[src/rtl/arb_pkg.sv]
// Shared types and constants for the memory request arbiter.
package arb_pkg;

   typedef enum logic {ARB_IDLE, ARB_BUSY} arb_state_t;

   // Read data returned on a watchdog abort; truncated to XLEN at the point of use.
   localparam logic [63:0] ERR_RDATA = 64'hDEAD_BEEF;

endpackage

[src/rtl/rr_priority_pick.sv]
// Round-robin priority pick: first valid requester scanning rr_ptr, rr_ptr+1, ... mod NUM_REQ.
module rr_priority_pick #(
   parameter int unsigned NUM_REQ = 2
) (
   input  logic [NUM_REQ-1:0]         req_valid,
   input  logic [$clog2(NUM_REQ)-1:0] rr_ptr,
   output logic                       any_valid,
   output logic [$clog2(NUM_REQ)-1:0] winner_idx
);

   localparam int unsigned IDW = $clog2(NUM_REQ);

   // Scan offsets from farthest to nearest so the nearest valid index wins.
   always_comb begin
      int unsigned sum;
      logic [IDW-1:0] idx;
      any_valid  = |req_valid;
      winner_idx = '0;
      sum        = 0;
      idx        = '0;
      for (int unsigned off = NUM_REQ; off > 0; off--) begin
         sum = int'(rr_ptr) + off - 1;
         if (sum >= NUM_REQ) sum = sum - NUM_REQ;
         idx = IDW'(sum);
         if (req_valid[idx]) winner_idx = idx;
      end
   end

endmodule

[src/rtl/mem_req_arbiter.sv]
// Round-robin arbiter sharing one memory port among NUM_REQ masters.
// Optional watchdog in BUSY enabled by defining ARB_TIMEOUT_EN.
module mem_req_arbiter
   import arb_pkg::*;
#(
   parameter int unsigned NUM_REQ        = 2,
   parameter int unsigned XLEN           = 32,
   parameter int unsigned TIMEOUT_CYCLES = 1024
) (
   input  logic                        clk,
   input  logic                        reset,
   input  logic [NUM_REQ-1:0]          req_valid,
   input  logic [NUM_REQ*XLEN-1:0]     req_addr,
   input  logic [NUM_REQ*XLEN-1:0]     req_wdata,
   input  logic [NUM_REQ*XLEN/8-1:0]   req_wstrb,
   output logic [NUM_REQ-1:0]          req_ready,
   output logic [XLEN-1:0]             req_rdata,
   output logic                        mem_valid,
   output logic [XLEN-1:0]             mem_addr,
   output logic [XLEN-1:0]             mem_wdata,
   output logic [XLEN/8-1:0]           mem_wstrb,
   input  logic                        mem_ready,
   input  logic [XLEN-1:0]             mem_rdata,
   output logic                        busy,
   output logic [$clog2(NUM_REQ)-1:0]  grant_id,
   output logic                        bus_err
);

   localparam int unsigned IDW = $clog2(NUM_REQ);
   localparam int unsigned SW  = XLEN / 8;

   arb_state_t     state, state_next;
   logic [IDW-1:0] rr_ptr;
   logic [IDW-1:0] winner_idx;
   logic           any_valid;
   logic           done;
   logic           err_hit;

   rr_priority_pick #(
      .NUM_REQ (NUM_REQ)
   ) u_pick (
      .req_valid  (req_valid),
      .rr_ptr     (rr_ptr),
      .any_valid  (any_valid),
      .winner_idx (winner_idx)
   );

`ifdef ARB_TIMEOUT_EN
   localparam int unsigned    CW       = $clog2(TIMEOUT_CYCLES);
   localparam logic [XLEN-1:0] ERR_WORD = XLEN'(ERR_RDATA);

   logic [CW-1:0] wd_cnt;

   assign err_hit = (state == ARB_BUSY) && !mem_ready && (wd_cnt == CW'(TIMEOUT_CYCLES - 1));

   // Watchdog: held at zero in IDLE, counts stalled BUSY cycles.
   always_ff @(posedge clk) begin
      if (!reset || state == ARB_IDLE) wd_cnt <= '0;
      else if (!mem_ready)             wd_cnt <= wd_cnt + CW'(1);
   end

   assign req_rdata = err_hit ? ERR_WORD : mem_rdata;
`else
   assign err_hit   = 1'b0;
   assign req_rdata = mem_rdata;
`endif

   // Completion is suppressed in a reset cycle so an aborted transfer never pulses ready.
   assign req_ready = (done && reset) ? (NUM_REQ'(1) << grant_id) : '0;
   assign bus_err   = err_hit && reset;
   assign mem_valid = (state == ARB_BUSY);
   assign busy      = (state == ARB_BUSY);

   // State register.
   always_ff @(posedge clk) begin
      if (!reset) state <= ARB_IDLE;
      else        state <= state_next;
   end

   // Next-state and completion decode.
   always_comb begin
      state_next = state;
      done       = 1'b0;
      case (state)
         ARB_IDLE: if (any_valid) state_next = ARB_BUSY;
         ARB_BUSY: begin
            if (mem_ready || err_hit) begin
               done       = 1'b1;
               state_next = ARB_IDLE;
            end
         end
         default:  state_next = ARB_IDLE;
      endcase
   end

   // Grant latch, downstream request hold and rotation pointer.
   always_ff @(posedge clk) begin
      if (!reset) begin
         rr_ptr    <= '0;
         grant_id  <= '0;
         mem_addr  <= '0;
         mem_wdata <= '0;
         mem_wstrb <= '0;
      end else if (state == ARB_IDLE && any_valid) begin
         grant_id  <= winner_idx;
         mem_addr  <= req_addr[winner_idx*XLEN +: XLEN];
         mem_wdata <= req_wdata[winner_idx*XLEN +: XLEN];
         mem_wstrb <= req_wstrb[winner_idx*SW +: SW];
      end else if (done) begin
         rr_ptr <= (grant_id == IDW'(NUM_REQ - 1)) ? '0 : grant_id + IDW'(1);
      end
   end

endmodule
[config.mk]
export PLATFORM = sky130hd
export DESIGN_NAME = mem_req_arbiter
export DESIGN_NICKNAME = d
export VERILOG_FILES = /design/src/rtl/arb_pkg.sv /design/src/rtl/rr_priority_pick.sv /design/src/rtl/mem_req_arbiter.sv
export SDC_FILE = /design/constraint.sdc
export NUM_CORES = 1
export LEC_CHECK = 0
export CORE_AREA = 2 2 107 109
export CTS_CLUSTER_SIZE = 30
export DETAILED_ROUTE_END_ITERATION = 8
export DIE_AREA = 0 0 109 111
export DONT_BUFFER_PORTS = 1
export GPL_TIMING_DRIVEN = 1
export HOLD_SLACK_MARGIN = 0.03
export PLACE_DENSITY = 0.52
export SKIP_LAST_GASP = 1
export SYNTH_ARGS = -nofsm -noshare
export SYNTH_HDL_FRONTEND = slang
export SYNTH_SLANG_ARGS = --single-unit
[constraint.sdc]
create_clock -name clk -period 2.1 [get_ports clk]
set_input_delay 0.315 -clock clk [delete_from_list [all_inputs] [get_ports clk]]
set_output_delay 0.315 -clock clk [all_outputs]
set_load 0.02 [all_outputs]
==> results.tsv <==
metric	value	unit
outcome	finished, final reports clean	
Slew HR	0.520	
post-CTS setup buffer count	0	
Initial DRC Count	261	
fin nets	549	
TritonCTS clock tree	built	
Reg power frac	0.474	
switching power total	0.00109	W
CP startpoint kind	flop	
DP HPWL	6570	um
clock power share	0.413	
ant diodes	0	
CP max FO	8	
Layout Area Growth over Synthesis	-0.530	%
initial antenna violation count	0	
Fin. Hold Viols	0	
# rows	39	
mean area per synthesized cell	7.97	sq um
RSZ-0062 raised after global routing	no	
DRT antenna net count	0	
gr usage total	0.163	
final core utilization	0.318	
flops & latches, synth	71	
final WL	10300	um
leak pwr	1.14	nW
CTS buffer count	9	
total gr overflow	0	
Max-Cap Viols	0	
Final setup viols	0	
synth warn	0	
fin crit share	0.781	
CTS Root Cell	clkbuf_16	
Syn Nets	618	
clock sink total	71	
via count	3129	
class of the worst hold path	in2reg	
Starting Density	0.320	
Chip Height	111	um
CTS resizes	0	
Least-Margin Pin Slew	0.720	ns
Buffers on Ports	0	
# IOs	279	
Fin Setup TNS	0	ns
synth unique cells	23	
Worst Path Arrival	1.32	ns
max-slew violation count	0	
minimum clock period	1.64	ns
Seq/Total Area, Yosys	0.401	
pin count of the biggest net entering global routing	72	
Pwr Density	1040	nW/um^2
TritonRoute pass-1 iters	5	
largest buffer count on any clock path	2	
Hold-fix buffers, CTS	0	
Mapped Cells	445	
RePlAce Congestion	0.729	
clock latency on the worst-skew pair	0.33	ns
Fmax	610	MHz
WL/cell	19.6	um
Avg Vias per Cell	5.97	
vias in the first global route	3040	
Reg clk slew, reported paths	0.05	ns
H-tree levels	3	
Die ar.	12100	sq um
CORE AREA	11100	sq um
Setup Skew	0.00494	ns
internal power	0.00259	W
fill cell total of the finished layout	1204	
Mapped Area	3540	sq um
Comb power frac	0.113	
Peak VDD IR	0.309	mV
Switching Fraction	0.295	
share of layout cells above drive strength 1	0.0604	
crit end category	output pin	
global-route wire length before repair	15700	um
Worst Path Required	1.78	ns
CP Class	reg2out	
drt drc	0	
die width	109	um
## synth_stat cells
library cell	n	area share
a211oi_1	1	0.0021
a21oi_1	1	0.0014
a311oi_1	1	0.0025
a31oi_1	68	0.12
and2_1	1	0.0018
and2b_4	1	0.0028
buf_2	13	0.018
buf_4	39	0.083
buf_6	11	0.035
clkbuf_1	17	0.018
clkbuf_2	6	0.0085
conb_1	1	0.0011
dfxtp_1	71	0.40
inv_1	2	0.0021
inv_2	1	0.0011
nand2b_1	1	0.0018
nand3_1	69	0.097
nor2_1	2	0.0021
nor3_1	1	0.0014
o21ai_0	72	0.10
o21ai_1	64	0.090
o21ba_4	1	0.0046
o32ai_1	1	0.0025
## per-layer routing
layer	wire length, um	vias up	track usage
li1	-	1481	-
met1	4060	1437	0.183
met2	4700	184	0.268
met3	1320	27	0.0747
met4	197	0	0.0590
met5	0	-	0
## metrics by stage
| stage | total power (W) | hold slack, ns | std cells | area, sq um | worst slack [ns] |
|---|---|---|---|---|---|
| floorplan | 0.00225 | 0.409 | 445 | 3540 | 0.804 |
| global placement | 0.00218 | 0.414 | 508 | 3230 | 0.577 |
| detailed placement | 0.00219 | 0.413 | 508 | 3230 | 0.578 |
| CTS | 0.00374 | 0.0608 | 524 | 3530 | 0.429 |
| global route | 0.00387 | 0.0752 | 524 | 3530 | 0.356 |
| finish | 0.00368 | 0.0783 | 524 | 3530 | 0.460 |
## flip-flops by register name (all words and copies together) (netlist names)
name       flops
busy           1
grant_id       1
mem_addr      32
mem_wdata     32
mem_wstrb      4
rr_ptr         1
## power groups by stage
stage / clock network [W] / registers (W) / logic (W)
2_1_floorplan: 0 / 0.00175 / 0.000501
3_3_place_gp: 0 / 0.00178 / 0.000407
3_5_place_dp: 0 / 0.00178 / 0.000418
4_1_cts: 0.00158 / 0.00175 / 0.000419
5_1_grt: 0.00163 / 0.00176 / 0.000476
6_report: 0.00152 / 0.00174 / 0.000414
## placed cells by master, fill, tap and decap left out, drive strengths merged
master    instances
a211oi            1
a21oi             1
a311oi            1
a31oi            68
and2              1
and2b             1
buf               6
bufinv            1
clkbuf           13
clkinv            1
clkinvlp          1
conb              1
dfxtp            71
inv               3
nand2b            1
nand3            69
nor2              2
nor3              1
o21ai           136
o21ba             1
o32ai             1
## worst max-delay path, stage by stage, from the launching register on
cell and delay (ns):
dfxtp_1 0.32, buf_4 0.23, nand3_1 0.13, nor2_1 0.32
## logic make-up (layout without fill, tap and decap cells)
family          count (synthesis)  in the layout  share of synthesized area
buf+inv                        89             25                      0.166
compound gates                209            209                      0.325
simple gates                   75             75                      0.107
flops                          71             71                      0.401
other cells                     1              1                    0.00106
## area by class of cell
cell class	count	area, sq um	area share
multi-input cells	285	1540	0.436
clock buffers	13	250	0.0710
inverters	3	11.3	0.00319
well taps	143	179	0.0507
repair buffers	6	82.6	0.0234
flip-flops and latches	71	1420	0.403
clock inverters	3	42.5	0.0121
## worst paths after layout
| path | start | to | slack, ns | depth (start not counted) |
|---|---|---|---|---|
| worst max-delay path | busy$_SDFF_PN0_ | req_ready[1] | 0.46 | 3 |
| worst min-delay path | mem_ready | busy$_SDFF_PN0_ | 0.08 | 1 |
| worst max register to register | rr_ptr$_SDFFE_PN0P_ | mem_addr[0]$_SDFFE_PN0P_ | 0.57 | 3 |
| worst min register to register | rr_ptr$_SDFFE_PN0P_ | rr_ptr$_SDFFE_PN0P_ | 0.53 | 2 |
(Power assumes the default switching activity.)
